$ cat src/rtl/clk_div_pkg.sv
// clk_div_pkg: shared mode encodings, board clock constant and sizing helpers
// for the multi-channel clock/tick divider.
package clk_div_pkg;

    localparam bit MODE_TOGGLE = 1'b0;
    localparam bit MODE_PULSE  = 1'b1;
    localparam int CLK_HZ      = 50000000;

    function automatic int ch_w(input int n);
        return (n < 2) ? 1 : $clog2(n);
    endfunction

    // Divisor giving a toggle-mode output of f Hz from the board clock
    function automatic int DIV_FOR_HZ(input int f);
        return CLK_HZ / (2 * f);
    endfunction

endpackage

$ cat src/rtl/clk_div_chan.sv
// clk_div_chan: one divider channel; new settings wait in a shadow and take
// effect on a period boundary so no output pulse is ever shortened.
module clk_div_chan
    import clk_div_pkg::*;
#(
    parameter int CNT_W    = 26,
    parameter int DEF_DIV  = 25000000,
    parameter bit DEF_MODE = MODE_TOGGLE,
    parameter bit DEF_EN   = 1'b1
) (
    input  logic             clk_50M,
    input  logic             rst_n,
    input  logic             restart_i,
    input  logic             wr_i,
    input  logic [CNT_W-1:0] div_i,
    input  logic             mode_i,
    input  logic             en_i,
    output logic             clk_o,
    output logic             tick_o,
    output logic             pending_o
);

    typedef struct packed {
        logic [CNT_W-1:0] div;
        logic             mode;
        logic             en;
    } cfg_t;

    localparam cfg_t DEF_CFG = '{div: CNT_W'(DEF_DIV), mode: DEF_MODE, en: DEF_EN};

    cfg_t             cur_q, cur_d, sh_q, sh_d, wr_cfg;
    logic [CNT_W-1:0] cnt_q, cnt_d, eff;
    logic             pend_q, pend_d, clk_q, clk_d, tick_q, tick_d, tc, apply;

    always_comb begin
        wr_cfg = '{div: div_i, mode: mode_i, en: en_i};
        eff    = (cur_q.div < CNT_W'(2)) ? CNT_W'(1) : cur_q.div;
        tc     = cur_q.en && (cnt_q == eff - CNT_W'(1));
        apply  = !restart_i && pend_q && (!cur_q.en || tc);
        // a write landing together with restart skips the shadow entirely
        cur_d  = (restart_i && wr_i) ? wr_cfg :
                 ((restart_i || apply) && pend_q) ? sh_q : cur_q;
        sh_d   = wr_i ? wr_cfg : sh_q;
        pend_d = !restart_i && (wr_i || (pend_q && !apply));
        cnt_d  = (restart_i || apply || tc || !cur_q.en) ? '0 : cnt_q + CNT_W'(1);
        tick_d = !restart_i && cur_d.en && tc;
        clk_d  = (restart_i || !cur_d.en) ? 1'b0 :
                 (cur_d.mode == MODE_PULSE) ? tick_d :
                 apply ? (cur_q.mode == MODE_TOGGLE && clk_q) : (clk_q ^ tc);
    end

    always_ff @(posedge clk_50M or negedge rst_n) begin
        if (!rst_n) begin
            cur_q  <= DEF_CFG;
            sh_q   <= '0;
            cnt_q  <= '0;
            pend_q <= 1'b0;
            clk_q  <= 1'b0;
            tick_q <= 1'b0;
        end else begin
            cur_q  <= cur_d;
            sh_q   <= sh_d;
            cnt_q  <= cnt_d;
            pend_q <= pend_d;
            clk_q  <= clk_d;
            tick_q <= tick_d;
        end
    end

    assign clk_o     = clk_q;
    assign tick_o    = tick_q;
    assign pending_o = pend_q;

endmodule

$ cat src/rtl/clk_div_multi.sv
// clk_div_multi: N_CH programmable clock/tick channels with config decode,
// write acknowledge/error strobes and a global restart.
module clk_div_multi
    import clk_div_pkg::*;
#(
    parameter int  N_CH     = 4,
    parameter int  CNT_W    = 26,
    parameter int  DEF_DIV  = 25000000,
    parameter bit  DEF_MODE = MODE_TOGGLE,
    parameter bit  DEF_EN   = 1'b1,
    localparam int CH_W     = ch_w(N_CH)
) (
    input  logic             clk_50M,
    input  logic             rst_n,
    input  logic             cfg_wr,
    input  logic [CH_W-1:0]  cfg_ch,
    input  logic [CNT_W-1:0] cfg_div,
    input  logic             cfg_mode,
    input  logic             cfg_en,
    output logic             cfg_ack,
    output logic             cfg_err,
    input  logic             sync_restart,
    output logic [N_CH-1:0]  clk_out,
    output logic [N_CH-1:0]  tick,
    output logic [N_CH-1:0]  pending
);

    logic valid, ack_q, err_q;

    assign valid = cfg_wr && (32'(cfg_ch) < N_CH);

    always_ff @(posedge clk_50M or negedge rst_n) begin
        if (!rst_n) begin
            ack_q <= 1'b0;
            err_q <= 1'b0;
        end else begin
            ack_q <= valid;
            err_q <= cfg_wr && !valid;
        end
    end

    assign cfg_ack = ack_q;
    assign cfg_err = err_q;

    for (genvar i = 0; i < N_CH; i++) begin : g_ch
        clk_div_chan #(
            .CNT_W    (CNT_W),
            .DEF_DIV  (DEF_DIV),
            .DEF_MODE (DEF_MODE),
            .DEF_EN   (DEF_EN)
        ) u_chan (
            .clk_50M   (clk_50M),
            .rst_n     (rst_n),
            .restart_i (sync_restart),
            .wr_i      (valid && (32'(cfg_ch) == i)),
            .div_i     (cfg_div),
            .mode_i    (cfg_mode),
            .en_i      (cfg_en),
            .clk_o     (clk_out[i]),
            .tick_o    (tick[i]),
            .pending_o (pending[i])
        );
    end

endmodule

$ cat config.mk
export PLATFORM = sky130hd
export DESIGN_NAME = clk_div_multi
export DESIGN_NICKNAME = d
export VERILOG_FILES = /design/src/rtl/clk_div_pkg.sv /design/src/rtl/clk_div_chan.sv /design/src/rtl/clk_div_multi.sv
export SDC_FILE = /design/constraint.sdc
export NUM_CORES = 1
export LEC_CHECK = 0
export ABC_AREA = 1
export BUFFER_PORTS_ARGS = -buffer_cell sky130_fd_sc_hd__buf_2
export CAP_MARGIN = 15
export CELL_PAD_IN_SITES_DETAIL_PLACEMENT = 1
export CELL_PAD_IN_SITES_GLOBAL_PLACEMENT = 2
export CORE_ASPECT_RATIO = 1.75
export CORE_MARGIN = 3
export CORE_UTILIZATION = 35
export CTS_CLUSTER_SIZE = 20
export DETAILED_ROUTE_END_ITERATION = 8
export HOLD_SLACK_MARGIN = 0.15
export PLACE_DENSITY = 0.82
export SKIP_CTS_REPAIR_TIMING = 1
export SLEW_MARGIN = 20
export SYNTH_ARGS = -nofsm -noshare
export SYNTH_HDL_FRONTEND = slang
export SYNTH_HIERARCHICAL = 1
export SYNTH_SLANG_ARGS = --single-unit
$ cat constraint.sdc
create_clock -name clk_50M -period 3 [get_ports clk_50M]
set_input_delay 0.3 -clock clk_50M [delete_from_list [all_inputs] [get_ports clk_50M]]
set_output_delay 0.3 -clock clk_50M [all_outputs]
set_load 0.01 [all_outputs]
[Word level (Yosys, flattened, before mapping)]
Cells that the tools add are included.
Storage, ports and cells
  register bits: 341
  output and inout bits: 14
  word-level logic and storage cells: 182
Operators by class
  add/sub/neg operators: 8
  $lt $le $gt $ge: 4
  equality and inequality tests: 7
  mux-type cells: 28
  bitwise logic cells: 8
  reductions and logical operators: 86
Operators with widths (number)
  28-bit 2-to-1 mux: 8
  26-bit 2-to-1 mux: 8
  26-bit by 1-bit adder with 26-bit output (second input constant): 4
  26-bit == test: 4
  26-bit by 2-bit < comparator with 1-bit output (second input constant): 4
  26-bit by 1-bit subtractor with 26-bit output (second input constant): 4
  1-bit logical AND: 44
  1-bit logical OR: 24
  1-bit logical NOT: 13
  1-bit 2-to-1 mux: 12
  2-bit nonzero test: 4
  2-bit == test (second input constant): 2
  1-bit inverter: 4
  1-bit XOR: 4
  2-bit by 1-bit == test with 1-bit output (second input constant): 1
  2-bit logical NOT: 1

[Logic depth before layout (Yosys ltp)]
Gate-level depths: netlist of the first run.
  depth after elaboration: 15
  gate-level depth with buffers: 25
  depth with buffers taken out: 25

[Modules after synthesis]
Netlist of the first run, hierarchy kept.
By module, submodules not included
  clk_div_chan (g_ch[1].u_chan ...): times used 3, cells each 714, area each 5511.5 µm², sequential area each 2143.3 µm²
  clk_div_chan (g_ch[0].u_chan): times used 1, cells each 665, area each 5079.9 µm², sequential area each 2143.3 µm²
  clk_div_multi: times used 1, cells each 11, area each 66.3 µm², sequential area each 25.0 µm²

[Least setup slack after synthesis of the first run]
OpenSTA, ideal clock, no wires.
  path type: reg2reg
  from: register g_ch[0].u_chan/cur_q[22] (netlist name)
  to: register g_ch[0].u_chan/cur_q[11] (netlist name)
  setup time: 124 ps
  data arrival time: 2906 ps
  required time: 2876 ps
  path slack: -30 ps
  cell stages (with the launch flop): 24
  clock period less this slack: 3030 ps
  cell sequence: dfstp_2 inv_1 nand2_1 nor2_1 nand2_1 nor2_4 nor2_4 ha_1 inv_1 nor2_2 nand2_1 nor2_1 nand3_1 xor2_1 inv_1 nor2_1 clkinv_1 nor2_1 nand2_2 nand3_4 nand2_4 nand2_2 buf_4 o21ai_1
Between the ends
  longest elaborated chain between the ends: 10
RTL lines
  from (decl): line clk_div_chan.sv:31  | cfg_t cur_q, cur_d, sh_q, sh_d, wr_cfg;
  from (signal assigned): line clk_div_chan.sv:61  | cur_q <= cur_d;
  26-bit by 2-bit < comparator with 1-bit output: line clk_div_chan.sv:37  | eff = (cur_q.div < CNT_W'(2)) ? CNT_W'(1) : cur_q.div;
  26-bit 2-to-1 mux *: line clk_div_chan.sv:37
  26-bit by 1-bit subtractor with 26-bit output *: line clk_div_chan.sv:38  | tc = cur_q.en && (cnt_q == eff - CNT_W'(1));
  26-bit == test *: line clk_div_chan.sv:38
  1-bit logical AND *: line clk_div_chan.sv:38
  1-bit logical OR *: line clk_div_chan.sv:39  | apply = !restart_i && pend_q && (!cur_q.en || tc);
  1-bit logical AND *: line clk_div_chan.sv:39
  1-bit logical OR *: line clk_div_chan.sv:42  | ((restart_i || apply) && pend_q) ? sh_q : cur_q;
  1-bit logical AND *: line clk_div_chan.sv:42
  2-bit nonzero test (no line) *
Mark *: on every way between the ends. The rest lies on a longest branch, timed or not.
A chain may end at the register's enable or synchronous reset.

==> results of run 1 <==
## state kept, by name, summed over array words and instances (netlist names)
register and count:
g_ch.u_chan/cur_q 112, g_ch.u_chan/sh_q 112, g_ch.u_chan/cnt_q 104, g_ch.u_chan/clk_o 4, g_ch.u_chan/pending_o 4, g_ch.u_chan/tick_o 4, cfg_ack 1
## critical path, delay by kind of cell (launching register included)
| kind | cells | cell delay (ns) |
|---|---|---|
| XOR/XNOR | 1 | 0.15 |
| buffers and inverters | 2 | 0.18 |
| adder cells (fa/ha/maj) | 1 | 0.23 |
| flip-flops | 1 | 0.54 |
| AO/OA/AOI/OAI | 1 | 0.10 |
| AND/OR/NAND/NOR | 19 | 2.24 |
## logic make-up (layout without fill, tap and decap cells)
family / after synthesis / in the layout / share of synthesized area (%)
compound gates: 405 / 405 / 10.9
xor+xnor: 163 / 163 / 6.79
fa+ha+maj: 8 / 8 / 0.462
buf+inv: 503 / 966 / 9.26
flops: 341 / 341 / 39.7
mux: 3 / 3 / 0.156
other cells: 1 / 1 / 0.0173
simple gates: 1394 / 1396 / 32.8
## routing by layer
layer / global-route usage, % / part of all wire, % / routed length [um] / vias up
met1: 23.2 / 36 / 28500 / 10300
li1: - / - / - / 9874
met3: 2.37 / 2.1 / 1650 / 174
met2: 43.5 / 56 / 44500 / 285
met5: 0 / 0.016 / 13 / -
met4: 11.3 / 6.0 / 4800 / 2
## area by class of cell
cell class                 count  area, sq um  area share, %
sequential                   341         8600           29.3
clock buffer                  52         1100           3.76
multi-input combinational   1976        12900           43.8
clock inverter                16          145          0.494
tap                          793          992           3.38
timing repair buffer         464         4040           13.7
inverter                     434         1640           5.58
## where the power goes
group | switching, mW | internal, mW | total (mW)
combinational | 5.09 | 3.82 | 8.91
sequential | 0.493 | 5.52 | 6.01
clock | 2.05 | 2.75 | 4.80
total | 7.63 | 12.1 | 19.7
## placed cells by master (no fill, tap or decap), types with 8 or more instances in the layout
master | synthesis | final
nand2_1 | 535 | 494
buf_4 | 6 | 347
inv_1 | 347 | 340
dfrtp_1 | 289 | 288
nor2_1 | 310 | 247
o21ai_0 | 174 | 148
nand3_1 | 125 | 108
xor2_1 | 94 | 91
a21oi_2 | 42 | 84
nor3_4 | 4 | 83
inv_2 | 76 | 82
nor2_2 | 54 | 81
xnor2_1 | 63 | 61
o21ai_1 | 47 | 57
nand4_1 | 56 | 56
o21ai_2 | 40 | 54
nor2_4 | 17 | 53
dfstp_2 | 52 | 52
clkbuf_16 | 0 | 51
nand2_2 | 22 | 50
a21oi_1 | 92 | 50
nor3_2 | 90 | 48
nor3_1 | 82 | 45
buf_2 | 12 | 45
buf_6 | 11 | 27
nand3_2 | 15 | 26
buf_12 | 0 | 23
nand2_4 | 8 | 17
nor3b_2 | 3 | 15
nor4_1 | 13 | 13
nand3_4 | 7 | 13
clkinv_1 | 11 | 10
clkinv_2 | 0 | 9
nand2_8 | 3 | 9
xor2_2 | 6 | 9
clkbuf_8 | 0 | 8
buf_8 | 0 | 8
## path summary, 6_finish.rpt
| path | startpoint | end | slack [ns] |
|---|---|---|---|
| setup / recovery | g_ch[3].u_chan/cur_q[13] | g_ch[3].u_chan/clk_o | -0.53 |
| hold / removal | cfg_div[2] | g_ch[0].u_chan/sh_q[4] | 0.17 |
| setup reg to reg | g_ch[3].u_chan/cur_q[13] | g_ch[3].u_chan/clk_o | -0.53 |
| hold reg to reg | g_ch[0].u_chan/cnt_q[0] | g_ch[0].u_chan/cnt_q[0] | 0.49 |
| max in group asynchronous | rst_n | g_ch[2].u_chan/cur_q[20] | 1.81 |
| min in group asynchronous | rst_n | g_ch[1].u_chan/cnt_q[21] | 0.30 |
## stage by stage
step / TNS, ns / total power, mW / std cells / hold slack [ns] / util [%]
floorplan: 0 / 10.1 / 2818 / 0.00441 / -
global placement: -61.46 / 13.5 / 3936 / 0.324 / 41.4
detailed placement: -81.43 / 13.7 / 3936 / 0.331 / 41.4
CTS: -88.95 / 18.7 / 4004 / -0.277 / 43.4
global route: -98.04 / 20.9 / 4076 / 0.169 / 48.0
finish: -60.03 / 19.7 / 4076 / 0.175 / 48.0
==> run_results.csv, run 1 <==
group,metric,value,unit
grt,grt_pass1_wl,117000,um
drt,vias_per_cell,5.06,
cells_and_area,area_delta_synth_final,35.5,%
worst_setup_path,critPathMaxFanout,6,
place,io_buffers,46,
logic_synthesis,synth_cells,2818,
sta,tightest_slew,0.765,ns
worst_setup_path,cp_cell_sequence,"inv_2 > nand2_2 > nor2_4 > nand3_2 > nor2_2 > nor2_2 > ha_2 > nand2_4 > nor3_4 > xor2_2 > nand2_1 > nand2_1 > nor3_4 > nand3_2 > nor2_4 > nand3_4 > nand3_4 > buf_12 > nand2_8 > nand2_4 > nand3_4 > nand2_2 > nand2_2 > a21oi_2",
logic_synthesis,ys_dominant_reg_cell,"dfrtp_1",
drt,first_pass_iters,5,
sta,timing.fmax,283,MHz
drt,wl_per_cell,19.5,um
clock_tree,worstSkewPairLatency,0.55,ns
logic_synthesis,synth-edff-count,0,
status,violations,"setup timing",
worst_setup_path,rr_worst_depth,24,
place,hpwl,58000,um
sta,final_hold_viol_count,0,
grt,overflow,0,
floorplanning,start_util,35.4,%
floorplanning,die_x,194,um
clock_tree,clockBufferDepth,3,
logic_synthesis,synthTopCellsByArea,"dfrtp_1, nand2_1, dfstp_2, inv_1, nor2_1",
logic_synthesis,ys.warnings.count,6,
sta,fin_skew,0.0120,ns
worst_hold_path,hold_class,"in -> reg",
clock_tree,cts.htree.levels,2,
worst_setup_path,cp_data_arrival_time,4.02,ns
status,status,"finished with violations",
logic_synthesis,ys_types,48,
logic_synthesis,synth_commonest_cells,"nand2_1, inv_1, nor2_1, dfrtp_1, o21ai_0",
sta,finalSetupViolations,224,
logic_synthesis,synth_top_area_share,33.4,%
cells_and_area,final_area,29400,sq um
run,cap_violations,0,
grt,grt_max_degree,75,
worst_setup_path,cp_slowest_cell,"dfstp_2",
logic_synthesis,synth_most_common_cell,"nand2_1",
cells_and_area,n_antenna_cell,0,
logic_synthesis,syn_area_per_cell,7.69,sq um
clock_tree,numCtsBuffers,37,
floorplanning,core.rowCount,120,
logic_synthesis,synth_area,21700,sq um
logic_synthesis,seq_area_frac_synth,39.7,%
place,postPlaceCellArea,25400,sq um
drt,wl,79500,um
sta,rsz0062_at_grt,"true",
sta,timing.final.crit_share,118,%
worst_hold_path,min_path_cells,3,
sta,final_max_slew_viol_count,0,
grt,antenna_found_initial,1,
logic_synthesis,ys_async_sr_fraction,100,%
sta,slew_headroom,48.9,%
floorplanning,design.core.area,61300,sq um
worst_setup_path,cp.required,3.49,ns
power,powerDensity,671,nW/um^2
clock_tree,root_buffer,"clkbuf_16",
logic_synthesis,ys_ff_latch,341,
worst_setup_path,startpoint_type,"register",
drt,drc,0,
floorplanning,die_h,335,um
floorplanning,die-area,65100,sq um
place,dp_slack,-0.551,ns
grt,grt_pass1_vias,22200,
clock_tree,clkTransAtPathRegs,0.06,ns
drt,num_vias,20600,
power,ir_drop,0.385,mV
drt,drtAntennaViolNets,0,
clock_tree,cts_tree,"done",
sta,setup_ws,-0.532,ns
worst_setup_path,worstSetupPathType,"reg -> reg",
logic_synthesis,yosysTopAreaCell,"dfrtp_1",
place,routabilityCongestion,0.917,
cells_and_area,fillers,7264,
sta,min_period,3.53,ns
worst_setup_path,cp_slowest_stage_delay,0.54,ns
cells_and_area,final_nets,3296,
power,p_leak,12.8,nW
worst_setup_path,worstSetupEndpointType,"register",
grt,grt_usage,22.2,%
drt,drt_iter0_drc,698,
logic_synthesis,synth_nets,2860,
cells_and_area,drive_above_1_share,37.4,%
floorplanning,io_pins,48,
clock_tree,cts_sinks,341,
No activity file was read; power rests on OpenSTA's default activity.
==> inputs of run 2 (changes only) <==
--- a/config.mk
+++ b/config.mk
@@ -12,14 +12,13 @@
 export CELL_PAD_IN_SITES_GLOBAL_PLACEMENT = 2
 export CORE_ASPECT_RATIO = 1.75
 export CORE_MARGIN = 3
-export CORE_UTILIZATION = 35
+export CORE_UTILIZATION = 34
 export CTS_CLUSTER_SIZE = 20
 export DETAILED_ROUTE_END_ITERATION = 8
 export HOLD_SLACK_MARGIN = 0.15
-export PLACE_DENSITY = 0.82
+export PLACE_DENSITY = 0.8
 export SKIP_CTS_REPAIR_TIMING = 1
 export SLEW_MARGIN = 20
 export SYNTH_ARGS = -nofsm -noshare
 export SYNTH_HDL_FRONTEND = slang
-export SYNTH_HIERARCHICAL = 1
 export SYNTH_SLANG_ARGS = --single-unit
==> run 2 against run 1 <==
The run still ends with setup timing left. Combinational power fell by 11%. First-iteration DRC count rose by 11%. Setup slack gained 0.14 ns. Clock skew is 0.015 ns higher. Register-to-register slack improved by 0.14 ns. Maximum frequency increased by 4.2%. Area after synthesis shrank 7.9%. Global-route usage up 0.22 points. Die area fell by 5.0%. Critical path type unchanged. Critical endpoint is now g_ch[1].u_chan.cur_q[5].
==> run_results.csv, run 2 <==
group,metric,value,unit
cells_and_area,area_delta_synth_final,35.1,%
power,powerDensity,685,nW/um^2
logic_synthesis,yosysTopAreaCell,"dfrtp_1",
cells_and_area,fin_cells,3748,
cells_and_area,largest_registers,"g_ch.u_chan.cur_q (112), g_ch.u_chan.sh_q (112), g_ch.u_chan.cnt_q (104)",
logic_synthesis,synth_cells,2606,
worst_setup_path,cp_cell_sequence,"inv_1 > nand2_2 > nor2_4 > nand3_2 > nor2_4 > nor2_2 > ha_2 > nand2_4 > nor2_4 > inv_2 > nor2_4 > buf_4 > xor2_4 > nor2_1 > nand2_1 > nor2_2 > nand3_4 > nand3_4 > nand2_8 > clkinv_8 > clkbuf_16 > nand3_4 > o221ai_2",
worst_setup_path,rrSetupSlack,-0.39,ns
grt,antenna_found_initial,1,
cells_and_area,layout_common_cells,"nand2_1, inv_1, buf_4, dfrtp_1, nor2_1",
floorplanning,io_pins,48,
status,status,"finished with violations",
sta,min_period,3.39,ns
logic_synthesis,ys_async_sr_fraction,100,%
cells_and_area,layout_commonest_cell,"nand2_1",
sta,final_max_slew_viol_count,0,
logic_synthesis,seq_area_frac_synth,43.0,%
logic_synthesis,synth_nets,2648,
logic_synthesis,ys_types,52,
grt,grt_pass1_vias,20200,
floorplanning,die_h,327,um
grt,overflow,0,
grt,grt_max_degree,83,
clock_tree,numCtsBuffers,36,
floorplanning,start_util,34.7,%
clock_tree,worstSkewPairLatency,0.56,ns
worst_setup_path,rr_worst_depth,23,
logic_synthesis,ys.warnings.count,0,
place,place_inst,3624,
place,routabilityCongestion,0.928,
place,postPlaceCellArea,23200,sq um
logic_synthesis,syn_area_per_cell,7.67,sq um
logic_synthesis,synth_top_area_share,36.2,%
worst_setup_path,startpoint_type,"register",
drt,wl,76500,um
cells_and_area,final_nets,2997,
worst_setup_path,cp_slowest_stage_delay,0.55,ns
clock_tree,root_buffer,"clkbuf_16",
logic_synthesis,synth_commonest_cells,"nand2_1, inv_1, nor2_1, dfrtp_1, nand3_1",
worst_setup_path,cp.required,3.40,ns
worst_setup_path,worstSetupPathType,"reg -> reg",
clock_tree,cts_tree,"done",
logic_synthesis,ys_dominant_reg_cell,"dfrtp_1",
drt,drtAntennaViolNets,0,
sta,fin_skew,0.0269,ns
clock_tree,clkTransAtPathRegs,0.07,ns
drt,first_pass_iters,5,
sta,rsz0062_at_grt,"true",
drt,drt_iter0_drc,773,
power,p_leak,12.0,nW
worst_setup_path,endpoint,"g_ch[1].u_chan.cur_q[5]",
grt,grtUsageMet1,24.4,%
cells_and_area,final_area,27000,sq um
logic_synthesis,ys_ff_latch,341,
clock_tree,cts_sinks,341,
floorplanning,die_x,189,um
grt,grt_pass1_wl,110000,um
drt,num_vias,19400,
cells_and_area,fillers,6883,
grt,use_met3,1.95,%
grt,grt_usage,22.4,%
logic_synthesis,synthTopCellsByArea,"dfrtp_1, nand2_1, dfstp_2, inv_1, nor2_1",
worst_setup_path,cp_data_arrival_time,3.80,ns
sta,timing.final.crit_share,113,%
sta,final_hold_viol_count,0,
sta,timing.fmax,295,MHz
worst_hold_path,hold_class,"in -> reg",
clock_tree,cts.htree.levels,2,
run,cap_violations,0,
drt,drc,0,
worst_setup_path,critPathMaxFanout,7,
status,violations,"setup timing",
logic_synthesis,synth-edff-count,0,
floorplanning,core.rowCount,116,
logic_synthesis,synth_most_common_cell,"nand2_1",
drt,wl_per_cell,20.4,um
floorplanning,die-area,61800,sq um
worst_setup_path,worstSetupEndpointType,"register",
worst_setup_path,r2r-end,"g_ch[1].u_chan.cur_q[5]",
logic_synthesis,synth_area,20000,sq um
grt,busiest_layer,"met2",
place,dp_slack,-0.611,ns
clock_tree,clockBufferDepth,3,
sta,setup_ws,-0.390,ns
sta,slew_headroom,29.0,%
drt,vias_per_cell,5.17,
worst_setup_path,cp_slowest_cell,"dfstp_2",
grt,gr-usage-met2,44.3,%
worst_setup_path,r2r_start,"g_ch[1].u_chan.cur_q[26]",
worst_setup_path,crit_path_start,"g_ch[1].u_chan.cur_q[26]",
sta,finalSetupViolations,219,
floorplanning,design.core.area,57600,sq um
cells_and_area,n_antenna_cell,0,
power,ir_drop,0.359,mV
worst_setup_path,path_common_cell,"nor2_4",
place,io_buffers,46,
place,hpwl,54700,um
cells_and_area,drive_above_1_share,31.0,%
sta,holdWs,0.161,ns
sta,tightest_slew,1.06,ns
run 2: metrics by stage:
| step | util, % | total power [mW] | TNS [ns] |
|---|---|---|---|
| 2_1_floorplan | - | 9.52 | -0.343 |
| 3_3_place_gp | 40.2 | 12.5 | -73.48 |
| 3_5_place_dp | 40.2 | 12.7 | -86.01 |
| 4_1_cts | 42.2 | 17.3 | -92.54 |
| 5_1_grt | 46.8 | 19.6 | -83.78 |
| 6_report | 46.8 | 18.5 | -42.20 |
run 2: kinds of logic after synthesis:
| family | share of synthesized area, % |
|---|---|
| flip-flops | 43.0 |
| buffers and inverters | 9.36 |
| AO/OA/AOI/OAI | 9.61 |
| adder cells (fa/ha/maj) | 0.501 |
| XOR/XNOR | 6.01 |
| AND/OR/NAND/NOR | 31.5 |
| other | 0.0188 |
run 2: worst max-delay path, delay by kind of cell (launching register included):
kind	cells	cell delay, ns
compound gates	1	0.11
xor+xnor	1	0.17
fa+ha+maj	1	0.22
buf+inv	5	0.63
flops	1	0.55
simple gates	15	1.54
run 2: per-layer routing:
layer / wire length [um] / share of wire [%]
met1: 27900 / 37
met2: 42100 / 55
met3: 1830 / 2.4
met4: 4580 / 6.0
met5: 0 / 0
run 2: worst min path at each step:
stage                     cells after the start                  endpoint  slack (ns)  startpoint
final                                         3    g_ch[1].u_chan.sh_q[1]        0.16    cfg_mode
after global routing                          3    g_ch[1].u_chan.sh_q[1]        0.16    cfg_mode
after CTS                                     1  g_ch[2].u_chan.cnt_q[17]       -0.32       rst_n
after detailed placement                      1  g_ch[2].u_chan.cnt_q[16]        0.29       rst_n
after global placement                        1  g_ch[2].u_chan.cnt_q[16]        0.28       rst_n
after floorplan                               0                   cfg_ack       0.004       rst_n
run 2: cell type report:
| class | count | area, sq um | share of cell area, % |
|---|---|---|---|
| timing repair buffer | 398 | 3310 | 12.3 |
| multi-input combinational | 1811 | 11600 | 42.8 |
| clock buffer | 56 | 1060 | 3.92 |
| inverter | 367 | 1430 | 5.30 |
| sequential | 341 | 8600 | 31.9 |
| clock inverter | 8 | 71.3 | 0.264 |
| tap | 767 | 960 | 3.56 |
run 2: report_power, final:
group | internal, mW | switching, mW | total [mW]
clock | 2.51 | 1.99 | 4.51
combinational | 3.48 | 4.42 | 7.90
sequential | 5.48 | 0.606 | 6.09
total | 11.5 | 7.01 | 18.5
